--- config.mk ---
export PLATFORM = sky130hd
export DESIGN_NAME = spi_cmd_scheduler
export DESIGN_NICKNAME = d
export VERILOG_FILES = /design/src/rtl/spi_cmd_scheduler_pkg.sv /design/src/rtl/spi_cmd_scheduler_fifo.sv /design/src/rtl/spi_cmd_scheduler.sv
export SDC_FILE = /design/constraint.sdc
export NUM_CORES = 1
export LEC_CHECK = 0
export ABC_AREA = 0
export BUFFER_PORTS_ARGS = -buffer_cell sky130_fd_sc_hd__buf_2
export CORE_ASPECT_RATIO = 1.25
export CORE_UTILIZATION = 25
export CTS_CLUSTER_DIAMETER = 200
export DETAILED_ROUTE_END_ITERATION = 6
export HOLD_SLACK_MARGIN = 0.15
export SYNTH_ARGS = -nofsm -noshare
export SYNTH_HDL_FRONTEND = slang
export SYNTH_SLANG_ARGS = --single-unit
--- constraint.sdc ---
create_clock -name i_clk -period 3.5 [get_ports i_clk]
set_input_delay 0.175 -clock i_clk [delete_from_list [all_inputs] [get_ports i_clk]]
set_output_delay 0.175 -clock i_clk [all_outputs]
set_load 0.02 [all_outputs]
--- src/rtl/spi_cmd_scheduler_pkg.sv ---
// rtl/spi_cmd_scheduler_pkg.sv - frame field layout, FSM encodings and field helpers
package spi_cmd_scheduler_pkg;

  localparam int FRAME_W  = 24;
  localparam int TGT_MSB  = 20;
  localparam int TGT_LSB  = 19;
  localparam int REG_MSB  = 18;
  localparam int REG_LSB  = 16;
  localparam int DATA_MSB = 15;
  localparam int DATA_LSB = 0;

  localparam logic [0:0] ST_IDLE  = 1'b0;
  localparam logic [0:0] ST_ISSUE = 1'b1;

  function automatic logic [1:0] frame_tgt(input logic [FRAME_W-1:0] f);
    return f[TGT_MSB:TGT_LSB];
  endfunction

  function automatic logic [2:0] frame_reg(input logic [FRAME_W-1:0] f);
    return f[REG_MSB:REG_LSB];
  endfunction

  function automatic logic [15:0] frame_data(input logic [FRAME_W-1:0] f);
    return f[DATA_MSB:DATA_LSB];
  endfunction

endpackage

--- src/rtl/spi_cmd_scheduler_fifo.sv ---
// rtl/spi_cmd_scheduler_fifo.sv - synchronous command FIFO; a push into a full FIFO is
// accepted when a pop happens in the same cycle
module spi_cmd_scheduler_fifo #(
  parameter int DEPTH = 4,
  parameter int WIDTH = 24
) (
  input  logic             i_clk,
  input  logic             i_rst,
  input  logic             i_push,
  input  logic [WIDTH-1:0] i_data,
  input  logic             i_pop,
  output logic [WIDTH-1:0] o_data,
  output logic             o_full,
  output logic             o_empty
);

  localparam int AW = $clog2(DEPTH);

  logic [WIDTH-1:0] r_mem [DEPTH];
  logic [AW-1:0]    r_wr_ptr;
  logic [AW-1:0]    r_rd_ptr;
  logic [AW:0]      r_count;
  logic             w_push_ok;
  logic             w_pop_ok;

  assign o_full    = (r_count == (AW+1)'(DEPTH));
  assign o_empty   = (r_count == '0);
  assign w_pop_ok  = i_pop && !o_empty;
  assign w_push_ok = i_push && (!o_full || w_pop_ok);
  assign o_data    = r_mem[r_rd_ptr];

  always_ff @(posedge i_clk) begin
    if (w_push_ok) begin
      r_mem[r_wr_ptr] <= i_data;
    end
  end

  always_ff @(posedge i_clk) begin
    if (i_rst) begin
      r_wr_ptr <= '0;
      r_rd_ptr <= '0;
      r_count  <= '0;
    end else begin
      if (w_push_ok) begin
        r_wr_ptr <= r_wr_ptr + AW'(1);
      end
      if (w_pop_ok) begin
        r_rd_ptr <= r_rd_ptr + AW'(1);
      end
      if (w_push_ok && !w_pop_ok) begin
        r_count <= r_count + (AW+1)'(1);
      end else if (!w_push_ok && w_pop_ok) begin
        r_count <= r_count - (AW+1)'(1);
      end
    end
  end

endmodule

--- src/rtl/spi_cmd_scheduler.sv ---
// rtl/spi_cmd_scheduler.sv - queues SPI command frames and dispatches them to register
// targets over valid/ready, tracking overflow, bad-target and timeout drops
module spi_cmd_scheduler
  import spi_cmd_scheduler_pkg::*;
#(
  parameter int NUM_TARGETS = 4,
  parameter int FIFO_DEPTH  = 4,
  parameter int TIMEOUT     = 255
) (
  input  logic                   i_clk,
  input  logic                   i_rst,
  input  logic                   i_frame_valid,
  input  logic [FRAME_W-1:0]     i_frame_data,
  output logic [NUM_TARGETS-1:0] o_tgt_valid,
  output logic [2:0]             o_tgt_reg,
  output logic [15:0]            o_tgt_data,
  input  logic [NUM_TARGETS-1:0] i_tgt_ready,
  output logic                   o_busy,
  output logic                   o_overflow,
  output logic                   o_bad_tgt,
  output logic                   o_timeout_err,
  output logic [7:0]             o_drop_cnt,
  input  logic                   i_err_clr
);

  logic [0:0]             r_state;
  logic [NUM_TARGETS-1:0] r_tgt_valid;
  logic [2:0]             r_hold_reg;
  logic [15:0]            r_hold_data;
  logic [7:0]             r_wait;
  logic                   r_overflow;
  logic                   r_bad_tgt;
  logic                   r_timeout_err;
  logic [7:0]             r_drop_cnt;

  logic                   w_fifo_full;
  logic                   w_fifo_empty;
  logic [FRAME_W-1:0]     w_head;
  logic [1:0]             w_head_tgt;
  logic [NUM_TARGETS-1:0] w_onehot;
  logic                   w_head_ok;
  logic                   w_pop;
  logic                   w_done;
  logic                   w_ovf_ev;
  logic                   w_bad_ev;
  logic                   w_to_ev;
  logic [1:0]             w_drop_inc;
  logic [7:0]             w_drop_base;
  logic [8:0]             w_drop_sum;
  logic                   w_unused_tag;

  spi_cmd_scheduler_fifo #(
    .DEPTH (FIFO_DEPTH),
    .WIDTH (FRAME_W)
  ) u_fifo (
    .i_clk   (i_clk),
    .i_rst   (i_rst),
    .i_push  (i_frame_valid),
    .i_data  (i_frame_data),
    .i_pop   (w_pop),
    .o_data  (w_head),
    .o_full  (w_fifo_full),
    .o_empty (w_fifo_empty)
  );

  // Tag bits are already filtered by the frame listener.
  assign w_unused_tag = ^w_head[FRAME_W-1:TGT_MSB+1];
  assign w_head_tgt   = frame_tgt(w_head);
  assign w_head_ok    = int'(w_head_tgt) < NUM_TARGETS;

  always_comb begin
    w_onehot = '0;
    for (int t = 0; t < NUM_TARGETS; t++) begin
      w_onehot[t] = (int'(w_head_tgt) == t);
    end
  end

  // r_tgt_valid is the one-hot of the selected target, so masking ignores other readies.
  assign w_pop    = (r_state == ST_IDLE) && !w_fifo_empty;
  assign w_done   = (r_state == ST_ISSUE) && |(i_tgt_ready & r_tgt_valid);
  assign w_to_ev  = (r_state == ST_ISSUE) && !w_done && (r_wait == 8'(TIMEOUT - 1));
  assign w_ovf_ev = i_frame_valid && w_fifo_full && !w_pop;
  assign w_bad_ev = w_pop && !w_head_ok;

  assign w_drop_inc  = {1'b0, w_ovf_ev} + {1'b0, w_bad_ev | w_to_ev};
  assign w_drop_base = i_err_clr ? 8'd0 : r_drop_cnt;
  assign w_drop_sum  = {1'b0, w_drop_base} + {7'd0, w_drop_inc};

  always_ff @(posedge i_clk) begin
    if (i_rst) begin
      r_state     <= ST_IDLE;
      r_tgt_valid <= '0;
      r_hold_reg  <= '0;
      r_hold_data <= '0;
      r_wait      <= '0;
    end else begin
      case (r_state)
        ST_IDLE: begin
          if (w_pop && w_head_ok) begin
            r_state     <= ST_ISSUE;
            r_tgt_valid <= w_onehot;
            r_hold_reg  <= frame_reg(w_head);
            r_hold_data <= frame_data(w_head);
            r_wait      <= '0;
          end
        end
        default: begin
          if (w_done || w_to_ev) begin
            r_state     <= ST_IDLE;
            r_tgt_valid <= '0;
          end else begin
            r_wait <= r_wait + 8'd1;
          end
        end
      endcase
    end
  end

  // A clear and a new error in the same cycle leave the new error recorded.
  always_ff @(posedge i_clk) begin
    if (i_rst) begin
      r_overflow    <= 1'b0;
      r_bad_tgt     <= 1'b0;
      r_timeout_err <= 1'b0;
      r_drop_cnt    <= '0;
    end else begin
      r_overflow    <= w_ovf_ev | (r_overflow & !i_err_clr);
      r_bad_tgt     <= w_bad_ev | (r_bad_tgt & !i_err_clr);
      r_timeout_err <= w_to_ev | (r_timeout_err & !i_err_clr);
      r_drop_cnt    <= w_drop_sum[8] ? 8'hFF : w_drop_sum[7:0];
    end
  end

  assign o_tgt_valid   = r_tgt_valid;
  assign o_tgt_reg     = r_hold_reg;
  assign o_tgt_data    = r_hold_data;
  assign o_busy        = !w_fifo_empty || (r_state != ST_IDLE);
  assign o_overflow    = r_overflow;
  assign o_bad_tgt     = r_bad_tgt;
  assign o_timeout_err = r_timeout_err;
  assign o_drop_cnt    = r_drop_cnt;

endmodule
Word level (Yosys, flattened, before mapping)
Memories as Yosys holds them, arrays and structs flattened. A register that Yosys moved wholly into a read port is not among the register bits. Index checks and enable logic that the tools add are counted.

$add $sub $neg: 7. Equal/unequal tests: 7. Mux-type cells: 17. Bitwise operators: 7. Reduce and logical (&&, ||, !) cells: 28.

Operator list (count): 8-bit two-way mux (5); 4-bit two-way mux (3); 1-bit logical AND (10); 8-bit by 2-bit adder with 9-bit output (1); 8-bit by 1-bit adder with 8-bit output (second input constant) (1); 8-bit equality test (second input constant) (1); 1-bit zero test (7); 3-bit two-way mux (2); 2-bit AND reduction (3); 1-bit two-way mux (5); 2-bit by 1-bit adder with 2-bit output (second input constant) (2); 4-bit bitwise AND (1); 2-bit equality test (second input constant) (2); 2-bit two-way mux (2); 2-bit nonzero test (2); 4-bit OR reduction (1); 3-bit by 1-bit adder with 3-bit output (second input constant) (1); 1-bit bitwise AND (3); 3-bit equality test (second input constant) (1); 3-bit zero test (1); 1-bit logical OR (3); 3-bit by 1-bit subtractor with 3-bit output (second input constant) (1); 1-bit by 1-bit adder with 2-bit output (1); 2-bit by 1-bit equality test with 1-bit output (second input constant) (1); other kinds (5) (6).

Flip-flop bits (word level): 50. Memory bits (writable): 96. Input port bits: 32. Output and inout port bits: 35. Logic and storage cells: 79. Memories: 1.

Memories: u_fifo.r_mem (words 4, bits a word 24, rd ports 1, clocked after memory_dff 1, write ports 1, RTL line spi_cmd_scheduler_fifo.sv:19) `logic [WIDTH-1:0] r_mem [DEPTH];`.

Longest topological paths before layout
Gate-level depths: netlist of the first run.

Depth in word-level cells: 10. Gate-level depth with buffers: 12. Mapped depth without buffers: 11.

Modules after synthesis
From an unflattened synthesis of the first run, not the netlist that was laid out.

Cells, all modules: 397. Area total of the unflattened synthesis: 5790.6 um^2.

Modules (own cells, without submodules): spi_cmd_scheduler_fifo (times used 1, cells an instance 174, area an instance 3953.8 um^2, seq. area each 3062.9 um^2); spi_cmd_scheduler (times used 1, cells an instance 223, area an instance 1836.8 um^2, seq. area each 860.8 um^2).

Worst setup path after synthesis of the first run
Ideal clock, no wire load.

Path type: register to register. Start: register r_wait[2]. End: register r_drop_cnt[0], in the netlist o_drop_cnt[0]. Setup time: 0.071 ns. Data arrival time: 2.475 ns. Required time: 3.429 ns. Slack: 0.954 ns. Cell stages (with the launch flop): 12. Buffers on the path: 1. Clock period less this slack: 2.546 ns. Cell sequence: dfxtp_1 and4_1 and4_1 buf_2 nand2_1 fa_1 inv_1 ha_1 nand4_1 nor3b_1 nand3_1 a21oi_1.

Word-level cells in the longest chain between the ends: 5.

RTL lines: start: declaration (RTL line spi_cmd_scheduler.sv:30) `logic [7:0] r_wait;`; start signal: assignment (RTL line spi_cmd_scheduler.sv:112) `r_wait <= r_wait + 8'd1;`; 8-bit equality test (RTL line spi_cmd_scheduler.sv:81) `assign w_to_ev = (r_state == ST_ISSUE) && !w_done && (r_wait == 8'(TIMEOUT - 1));`; 1-bit logical AND (RTL line spi_cmd_scheduler.sv:81); 1-bit by 1-bit adder with 2-bit output (RTL line spi_cmd_scheduler.sv:85) `assign w_drop_inc = {1'b0, w_ovf_ev} + {1'b0, w_bad_ev | w_to_ev};`; 8-bit by 2-bit adder with 9-bit output (RTL line spi_cmd_scheduler.sv:87) `assign w_drop_sum = {1'b0, w_drop_base} + {7'd0, w_drop_inc};`; 8-bit two-way mux (RTL line spi_cmd_scheduler.sv:130) `r_drop_cnt <= w_drop_sum[8] ? 8'hFF : w_drop_sum[7:0];`; end signal: assignment (RTL line spi_cmd_scheduler.sv:130); end: declaration (RTL line spi_cmd_scheduler.sv:34) `logic [7:0] r_drop_cnt;`.

Every way passes these cells. A chain may end at the register's enable or synchronous reset.

Worst setup path after layout of the first run
Start: register r_wait[2]. End: register r_drop_cnt[3], in the netlist o_drop_cnt[3].

Same word-level chain as after synthesis.

==> results of run 1 <==
metrics by stage:
step	utilization [%]	hold slack [ps]	std cells	total power, mW
floorplan	-	258	372	2.91
global placement	28.6	385	701	3.27
detailed placement	28.6	395	701	3.31
CTS	32.8	326	755	5.27
global route	32.8	363	755	5.47
finish	32.8	346	755	5.19
cell type report:
| cell class | count | area (µm²) | share of cell area (%) |
|---|---|---|---|
| inverters | 14 | 52.6 | 0.773 |
| well taps | 274 | 343 | 5.04 |
| repair buffers | 94 | 606 | 8.90 |
| clock inverters | 9 | 170 | 2.50 |
| multi-input cells | 206 | 1590 | 23.4 |
| flip-flops and latches | 136 | 3560 | 52.4 |
| clock buffers | 22 | 474 | 6.97 |
power groups by stage:
stage	clock [mW]	combinational, mW	sequential (mW)
floorplan	0	0.747	2.16
global placement	0	1.17	2.09
detailed placement	0	1.20	2.11
CTS	1.97	1.23	2.07
global route	2.03	1.34	2.10
finish	1.93	1.20	2.07
cell usage in the layout, fill, tap and decap left out, types with 2 or more instances in the layout:
master,n
o41ai_1,3
or4_1,5
inv_1,13
ha_1,8
a21oi_1,35
clkbuf_8,3
xor2_1,3
nand2b_1,2
and4_1,2
and3_1,3
nand2_1,51
buf_2,63
dlygate4sd3_1,23
fa_1,2
or4b_1,2
nand3_1,8
edfxtp_1,84
o21ai_0,3
and2_1,6
or3_1,3
xnor2_1,5
clkinv_2,4
clkbuf_1,2
dfxtp_1,51
bufinv_16,5
mux4_2,21
clkbuf_16,17
nor2_1,11
nand4_1,6
o31ai_1,2
buf_4,8
mux2i_1,6
nor2b_1,3
metal layers:
layer | routed length (µm) | track usage [%] | vias to the layer above
met1 | 4510 | 11.4 | 1641
met4 | 140 | 4.49 | 0
met3 | 541 | 3.68 | 14
li1 | - | - | 1596
met5 | 0 | 0 | -
met2 | 6090 | 21.2 | 70
critical path, delay by kind of cell (launching register included):
family | cells | cell delay, ps
buf+inv | 1 | 90
simple gates | 6 | 1620
fa+ha+maj | 2 | 670
flops | 1 | 420
compound gates | 1 | 210
cell families (layout without fill, tap and decap cells):
| kind of cell | Yosys count | in the layout | synth area share (%) |
|---|---|---|---|
| adders and majority gates | 10 | 10 | 2.65 |
| buffers and inverters | 30 | 139 | 2.42 |
| DFF | 136 | 136 | 67.5 |
| and+or+nand+nor | 108 | 108 | 10.2 |
| AOI/OAI and AO/OA | 53 | 53 | 5.90 |
| xor gates and xnor gates | 8 | 8 | 1.33 |
| muxes | 27 | 27 | 10.1 |
worst max path at each step:
stage,slack [ps],start,to
CTS,450,r_wait[2],o_drop_cnt[3]
finish,420,r_wait[2],o_drop_cnt[3]
floorplan,950,r_wait[2],o_drop_cnt[0]
detailed placement,480,r_wait[2],o_drop_cnt[3]
global placement,600,r_wait[2],o_drop_cnt[0]
global route,70,r_wait[2],o_drop_cnt[2]
repair_timing:
action,CTS,global route
setup buffers,0,0
hold buffers,23,0
hold endpoints to repair,86,0
==> run summary, run 1 <==
The flow ran to the end, and the final reports show no timing, DRC or antenna violations. For the setup slack after layout, the log shows 422 ps. In this run the remaining antenna-violating nets after routing total 0. Clock latency reported for the late side of the worst-skew pair: 410 ps. After synthesis, the share of flip-flops with an asynchronous set or reset is 0%. Of all nets on the critical path, the largest fanout is 13. Dividing the synthesized area by the synthesized cell count gives 14.2 µm². The terminus of the critical flop-to-flop path was o_drop_cnt[3]. Total global routing track utilization: 11.2%.

The first global-routing pass estimated 18300 µm of wire. The run gives 67.5% as the proportion of synthesized chip area in sequential cells. The number of global-route vias before repair came out at 3572. The unique cell type count in the Yosys netlist is 46. The total setup violations reported at the end of the flow is 0, and the violation count after the first detailed-routing iteration is 198. Before CTS, the worst setup slack after placement is 485 ps.

In this run the deepest clock path goes through 2 buffers. The average wire length per cell after detail routing was 14.9 µm; the required time of the worst setup path was 3820 ps. The power spent charging and discharging nets was 1.48 mW.

In the synthesized netlist, the number of instances is 372. The die covers 21700 µm². In this run the count of I/O pins placed on the die edge is 67. The analysis attributes to cell leakage a power of 2.47 nW. The count of standard-cell rows was 59; the count of pins over their slew limit was 0. With fillers left out, the area of the finished cells amounts to 6800 µm². The top cell type by area accounts for 47.7% of the synthesized area.

The cell area that synthesis handed to floorplanning was 5280 µm². The startpoint identified for the worst hold timing path is i_tgt_ready[2]. The hold path endpoint is o_timeout_err. From synthesis to final layout, the design area changed by 28.8%.

For the power share of the sequential group, the log shows 39.8%. After floorplanning, the core was sized to cover 20700 µm². The count of endpoints failing hold in the final timing report was 0; the largest stage delay on the critical path was 480 ps. Cell repeated most along the worst path: and4_1. The die is 132 µm wide. Among all flip-flop cells after synthesis, the most frequent one is edfxtp_1. The internal power consumption is 3.71 mW, and the worst-case clock skew is 5.01 ps. STA classifies the critical path endpoint as a register. The transition at the pin with the smallest max-transition slack came out at 912 ps. The count of buffers inserted at the top-level ports was 63; the peak supply drop was 373 µV. TritonCTS created 17 clock buffers. The power density relative to cell area works out to 764 nW/µm².

On the critical path, the stage with the largest delay is an instance of and4_1. Post-CTS repair changed the size of 0 cells. The largest total area in the synthesized netlist belongs to edfxtp_1. Counting flops with a built-in enable in the synthesized netlist gives 84. The tool flagged a number of max-cap violations equal to 0. The run gives 4 as the deepest level of the CTS H-tree. STA puts the critical path data arrival time at 3400 ps. The synthesized design contains 136 register bits. The commonest cells after synthesis are 84 x edfxtp_1, 52 x dfxtp_1, 51 x nand2_1.

Of the total power, the clock network draws 37.2%. The power share of the combinational group was 23.0%; the clock transition at the registers of the reported paths was 60 ps. The switching power share of the total is 28.5%.

The HPWL after detailed placement is 7530 µm. TritonCTS built the clock tree. In the post-synthesis netlist, the biggest area contributors are edfxtp_1 48%, dfxtp_1 20%, mux4_2 9.0%, nand2_1 3.6%, a21oi_1 3.3%.

The routed design has 11300 µm of wire. The detailed-route via count came out at 3321. The share of post-route cells with drive strength above 1 was 25.6%. The register with the most flip-flops in the final layout is u_fifo.r_mem. The detailed-route DRC error count is 0. The register with the most flip-flops in the layout has 84 of them.

The net count of the finished layout is 511. The worst hold path was traced through 5 stages. Setup total negative slack on the finished layout was measured at 0 ps.

For the warning count from the yosys run, the log shows 0. 0 antenna diodes ended up in the layout. The worst register-to-register path begins at r_wait[2]. Setup repair after global routing left no endpoint under its margin. The tools report the clock root buffer master as clkbuf_16. The class of the most critical setup path was reg2reg. edfxtp_1 is the most common cell in the netlist.

After filler insertion, the fill cell instance count of the layout stands at 2008. For this run the aggregate overflow at the end of global routing stands at 0. The first detailed-routing pass ran for 4 iterations.

For the internal reg-to-reg setup slack, the log shows 420 ps. The worst hold path belongs to the class in2reg. The post-route clock period utilization is 87.9%, and the via count normalized by instance count is 4.40. The smallest clock period supported by the final layout is computed as 3080 ps. The die extent in y was 165 µm.

Worst relative slew slack: 39.2%. For this run, the top clock speed supported by timing is 0.325 GHz. STA classifies the critical path startpoint as a register.

For the maximum number of pins on one net before global-route repair, the log shows 45. The number of nets in the synthesized netlist is 414. Clock tree synthesis found a total of 136 sinks. At the end of routability-driven placement, the weighted congestion stood at 0.731. Walking the worst path, the cells encountered are and4_1 > and4_1 > nand2_1 > fa_1 > inv_1 > ha_1 > nand4_1 > nor3b_1 > nand3_1 > a21oi_1. The tools report the initial standard-cell utilization of the core as 25.5%.

In this run the cell area measured after placement is 5930 µm². The initial antenna violation count was 0; the depth of the worst register-to-register path was 10.
Power figures use the tool's default switching activity.
==> inputs of run 2 (changes only) <==
Settings changed: REMOVE_ABC_BUFFERS set to 1.
==> run summary, run 2 (synthesized netlist as in run 1, its figures left out) <==
The flow ran to the end, and the final reports show no timing, DRC or antenna violations. After detailed routing, the average wire length per cell comes to 14.6 µm. The power density relative to cell area is 743 nW/µm². In the layout the commonest cells are 84 x edfxtp_1, 63 x buf_2, 51 x nand2_1, 51 x dfxtp_1, 35 x a21oi_1.

Counting the fill cells in the layout gives 2068. Dividing the final minimum period by the clock period gives 88.9%. During placement, the flow inserted port buffers numbering 63. Across the VDD grid, the largest voltage drop is 397 µV. Setup repair after global routing left no endpoint under its margin. In this run the clock root is driven by a clkbuf_16. Static timing analysis puts the maximum clock frequency at 0.322 GHz. The run gives 0 ps as the sum of negative setup slack. The final weighted congestion in routability-driven placement was 0.788; the clock latency reported for the late side of the worst-skew pair was 410 ps.

Of all nets on the critical path, the largest fanout is 13. After detailed routing, the total wire length is 11100 µm. Headroom to the max-slew limit came out at 39.2%. The register with the most flip-flops in the layout has 84 of them. Relative to the synthesized area, the layout overhead comes to 27.6%. Once the floorplan was initialized, standard cells occupied 25.5% of the core.

The count of pins over their slew limit is 0, and the die boundary width is 132 µm. The arrival time of the worst setup path is 3430 ps. In this run, the number of DRC markers left after iteration 0 of detailed routing was 244. The total overflow left after global routing is 0. The first TritonRoute pass finished after 4 iterations. After clock tree synthesis, the setup repair step added 0 buffers.

The run gives 136 as the number of sinks driven by the clock tree. TritonCTS built the clock tree. Summing over every cut layer, the via total after detailed routing is 3353.

The worst path in the final design needs a cycle of 3110 ps, including I/O delays and setup. In the global route stage, overall resource usage came out at 11.0%. The tools report the count of antenna-violating nets left after detailed routing as 0.

Type of the tightest min-delay check: in2reg. Required time of the worst setup path: 3820 ps. Type of element capturing the critical path: a register. The worst setup path is launched from a register. The run gives 3560 µm² as the register area.

The half-perimeter wire length after placement is 7410 µm. The worst setup path is of the reg2reg kind. The number of antenna diodes in the final layout is 0.

The footprint of the multi-input gates is 1590 µm², and the number of max-cap violations is 0. The count of endpoints failing hold in the final timing report is 0. Entering global routing, the biggest net connects 45 pins. The number of global-route vias before repair was 3472; the count of hold-fix buffers inserted at cts was 23. The logs give 0 for the total setup violations reported at the end of the flow and 21700 µm² for the die outline area.

u_fifo.r_mem holds more flip-flops than any other register. The clock passes through at most 2 buffers. The net count of the finished layout is 511. The clock arrives with 5.41 ps of skew.

The commonest non-fill, non-tap cell in the layout was edfxtp_1. Pin placement for this block handled 67 I/O pins. For this run, design rule violations remaining after detail routing come to 0.

The via count normalized by instance count was 4.44. Total clock buffers created by CTS: 17. The die extent in y works out to 165 µm. The run gives 0 as the initial antenna violation count.

The number of instances resized during post-cts repair came out at 0. The count of standard-cell rows is 59. At the pin with the least slew margin, the transition time is 912 ps. Clock-pin slew was measured on the worst setup and hold paths at 50 ps.

The deepest level of the CTS H-tree was 4. The tightest hold path in the finished design has a slack of 342 ps. The standby leakage power was 2.43 nW.

The core outline area was 20700 µm²; the share of post-route cells with drive strength above 1 was 24.9%. The first global-routing pass estimated 18100 µm of wire.
==> run 2: cell count changes in the layout (fill, tap and decap cells not counted), sizes merged <==
cell,before,now
inv,13,14
bufinv,5,3
clkbuf,22,18
clkinvlp,0,2
clkinv,5,9
==> run 2: path summary, 6_finish.rpt <==
check	from	endpoint	slack (ps)	depth (start not counted)
setup / recovery	r_wait[2]	o_drop_cnt[2]	390	10
hold / removal	i_tgt_ready[2]	o_timeout_err	340	5
setup reg to reg	r_wait[2]	o_drop_cnt[2]	390	10
hold reg to reg	o_tgt_data[12]	o_tgt_data[12]	450	2
==> run 2: final cells by class <==
class / instances / share of cell area (%)
Clock inverter: 14 / 2.30
Sequential cell: 136 / 52.9
Timing Repair Buffer: 94 / 8.98
Tap cell: 274 / 5.09
Multi-Input combinational cell: 206 / 23.6
Clock buffer: 18 / 6.37
Inverter: 14 / 0.780
==> run 2: stage by stage <==
stage               cell area [µm²]  setup WS [ps]  total power [mW]  util (%)  instances
global placement               5930            562              3.26      28.6        701
global route                   6740           15.2              5.29      32.5        756
finish                         6740            390              5.01      32.5        756
floorplan                      5210            712              2.86         -        356
detailed placement             5930            415              3.30      28.6        701
CTS                            6740            381              5.08      32.5        756
==> run 2: where the power goes <==
part / leakage [nW] / internal, mW / switching [mW]
clock network: 0.278 / 1.11 / 0.636
logic: 0.952 / 0.480 / 0.710
registers: 1.20 / 1.92 / 0.152
total: 2.43 / 3.51 / 1.50
==> run 2: worst max-delay path, cell delays in order, from the launching register on <==
cell and delay [ps]:
dfxtp_1 420, and4_1 280, and4_1 470, nand2_1 170, fa_1 430, inv_1 70, ha_1 230, nand4_1 110
nor3b_1 350, nand3_1 290, a21oi_1 200
==> run 2: layer usage <==
layer	part of all wire, %	GRT usage (%)	vias to the layer above
met5	0	0	-
met4	1.3	3.81	0
met3	4.5	3.59	10
met2	51	19.1	76
met1	44	12.7	1671
li1	-	-	1596
==> inputs of run 3 (changes only) <==
Settings changed: CORE_UTILIZATION 25 to 50, PLACE_DENSITY set to 0.7.
==> run summary, run 3 (synthesized netlist as in run 1, its figures left out) <==
The run finished with clean final reports. The clock latency reported for the late side of the worst-skew pair was 410 ps; the I/O pin total was 67. The tree is rooted in a clkbuf_16. In this run the worst hold path is classified as in2reg. Die outline area: 11000 µm². The count of pins over their slew limit is 0. Routability-driven placement finished with a final weighted congestion of 0.739. In the layout the commonest cells are 84 x edfxtp_1, 63 x buf_2, 52 x dfxtp_1.

Measured along the y axis, the die boundary spans 117 µm. After floorplanning, the core was divided into 41 placement rows. The run gives 5740 µm² as the cell area after placement. The final instance area was 6650 µm²; the number of max-cap violations was 0. The initial antenna violation count was 0; the worst-case clock buffer depth was 2. Leaving out fill and tap cells, the most frequent cell in the layout is edfxtp_1.

For the count of endpoints failing hold in the final timing report, the log shows 0. Summing all flip-flop and latch instances after layout gives 3560 µm². The die boundary width was 93.9 µm. Of all nets on the critical path, the largest fanout is 13. The number of global-route vias before repair is 3412, and the sum of negative setup slack is 0 ps.

After floorplanning, the core was sized to cover 10200 µm². Counting every sink on the clock net gives 136. Across all register-to-register paths, the minimum setup slack is 420 ps. The sum of overflow across all layers after global routing was 0; the footprint of the multi-input gates was 1590 µm². Setup repair after global routing left no endpoint under its margin.

For the layout net count, the log shows 511. Once the floorplan was initialized, standard cells occupied 51.7% of the core. Data on the critical path arrives at its endpoint at 3410 ps. The fill cell instance count of the final layout is 732. Transition at the pin with the smallest max-transition slack: 904 ps. The worst setup path is launched from a register. The logs give 39.7% for the worst relative slew slack and 3830 ps for the required time of the worst setup path.

Cells with a size suffix above 1 make up 25.5% of the layout. Port buffering added 63 buffers. TritonCTS built the clock tree. The run gives 45 as the maximum number of pins on one net before global-route repair.

The type of element capturing the critical path was a register. Timing analysis after detailed placement gives a worst setup slack of 435 ps. The register with the most flip-flops was u_fifo.r_mem.

The worst setup path is of the reg2reg kind. The run gives 0 as the count of antenna-violating nets left after detailed routing. For this design the ratio of total power to cell area is 792 nW/µm².

The logs give 0 for the total setup violations reported at the end of the flow and 20.6% for the total global routing track utilization. The post-route clock period utilization was 88.1%; the wire length of the first global-routing pass was 16300 µm. The post-layout minimum cycle time works out to 3080 ps. The total length of routed wires was 10400 µm. The average wire length per cell after detail routing came out at 17.1 µm.

Standby leakage power: 2.47 nW. In the routed design, unresolved DRC markers number 0. The setup slack after layout was 416 ps; the peak supply drop was 537 µV. Clock-pin slew was measured on the worst setup and hold paths at 60 ps. The tightest hold path in the finished design has a slack of 347 ps. Compared with the post-synthesis result, the final layout area differs by 25.8%. Counting the buffers created by CTS gives 17. The half-perimeter wire length after placement is 6200 µm. The run gives 4 as the deepest level of the CTS H-tree.

Dividing the detail-routed via count by the number of cells gives 5.51. The violation count after the first detailed-routing iteration is 172, and the fmax is 0.324 GHz. The number of flip-flops in the largest register is 84, and the antenna diode count is 0. The first detailed-routing pass ran for 4 iterations.

Across the routed clock network, the largest skew measured is 9.67 ps. Post-CTS timing repair inserted 0 buffers for setup. Detailed routing inserted a total of 3364 vias.
run 3: cell types whose count changed in the layout (fill, tap and decap cells not counted), sizes merged:
cell | previous run | this run
bufinv | 3 | 6
clkbuf | 18 | 17
inv | 14 | 16
clkinv | 9 | 5
run 3: per-layer routing:
layer	track usage [%]	vias to the layer above	share of wire, %
met3	5.04	12	4.0
met1	23.4	1667	41
met5	0	-	0
li1	-	1591	-
met4	10.1	0	1.5
met2	36.5	94	53
run 3: cell type report:
type / instances / area share [%]
flip-flops and latches: 136 / 53.6
multi-input cells: 206 / 23.9
repair buffers: 94 / 9.11
clock buffers: 17 / 6.40
clock inverters: 15 / 3.71
well taps: 129 / 2.43
inverters: 14 / 0.791
run 3: final timing paths:
| path | start | to | cells past startpoint |
|---|---|---|---|
| setup reg to reg | r_wait[2] | o_drop_cnt[0] | 10 |
| setup / recovery | r_wait[2] | o_drop_cnt[0] | 10 |
| hold / removal | i_tgt_ready[3] | o_timeout_err | 5 |
| hold reg to reg | o_tgt_data[0] | o_tgt_data[0] | 2 |
run 3: worst max-delay path, stage by stage, from the launching register on:
cell	delay [ps]
dfxtp_1	400
and4_1	270
and4_1	500
nand2_1	170
fa_1	440
inv_1	70
ha_1	220
nand4_1	110
nor3b_1	320
nand3_1	290
a21oi_1	210
run 3: per-stage QoR:
stage / util, % / std cells / power (mW)
2_1_floorplan: - / 356 / 2.86
3_3_place_gp: 56.3 / 556 / 3.24
3_5_place_dp: 56.3 / 556 / 3.27
4_1_cts: 65.1 / 611 / 5.30
5_1_grt: 65.1 / 611 / 5.50
6_report: 65.1 / 611 / 5.27
run 3: report_power, final:
group / switching [mW] / leakage (nW) / internal [mW]
logic: 0.701 / 0.952 / 0.482
registers: 0.153 / 1.20 / 1.92
clock network: 0.672 / 0.320 / 1.34
total: 1.53 / 2.47 / 3.74
run 3: repair_timing:
item | in CTS | in global routing
hold buffers | 23 | 0
gates resized for setup | 0 | 0
endpoints found under the hold margin | 86 | 0
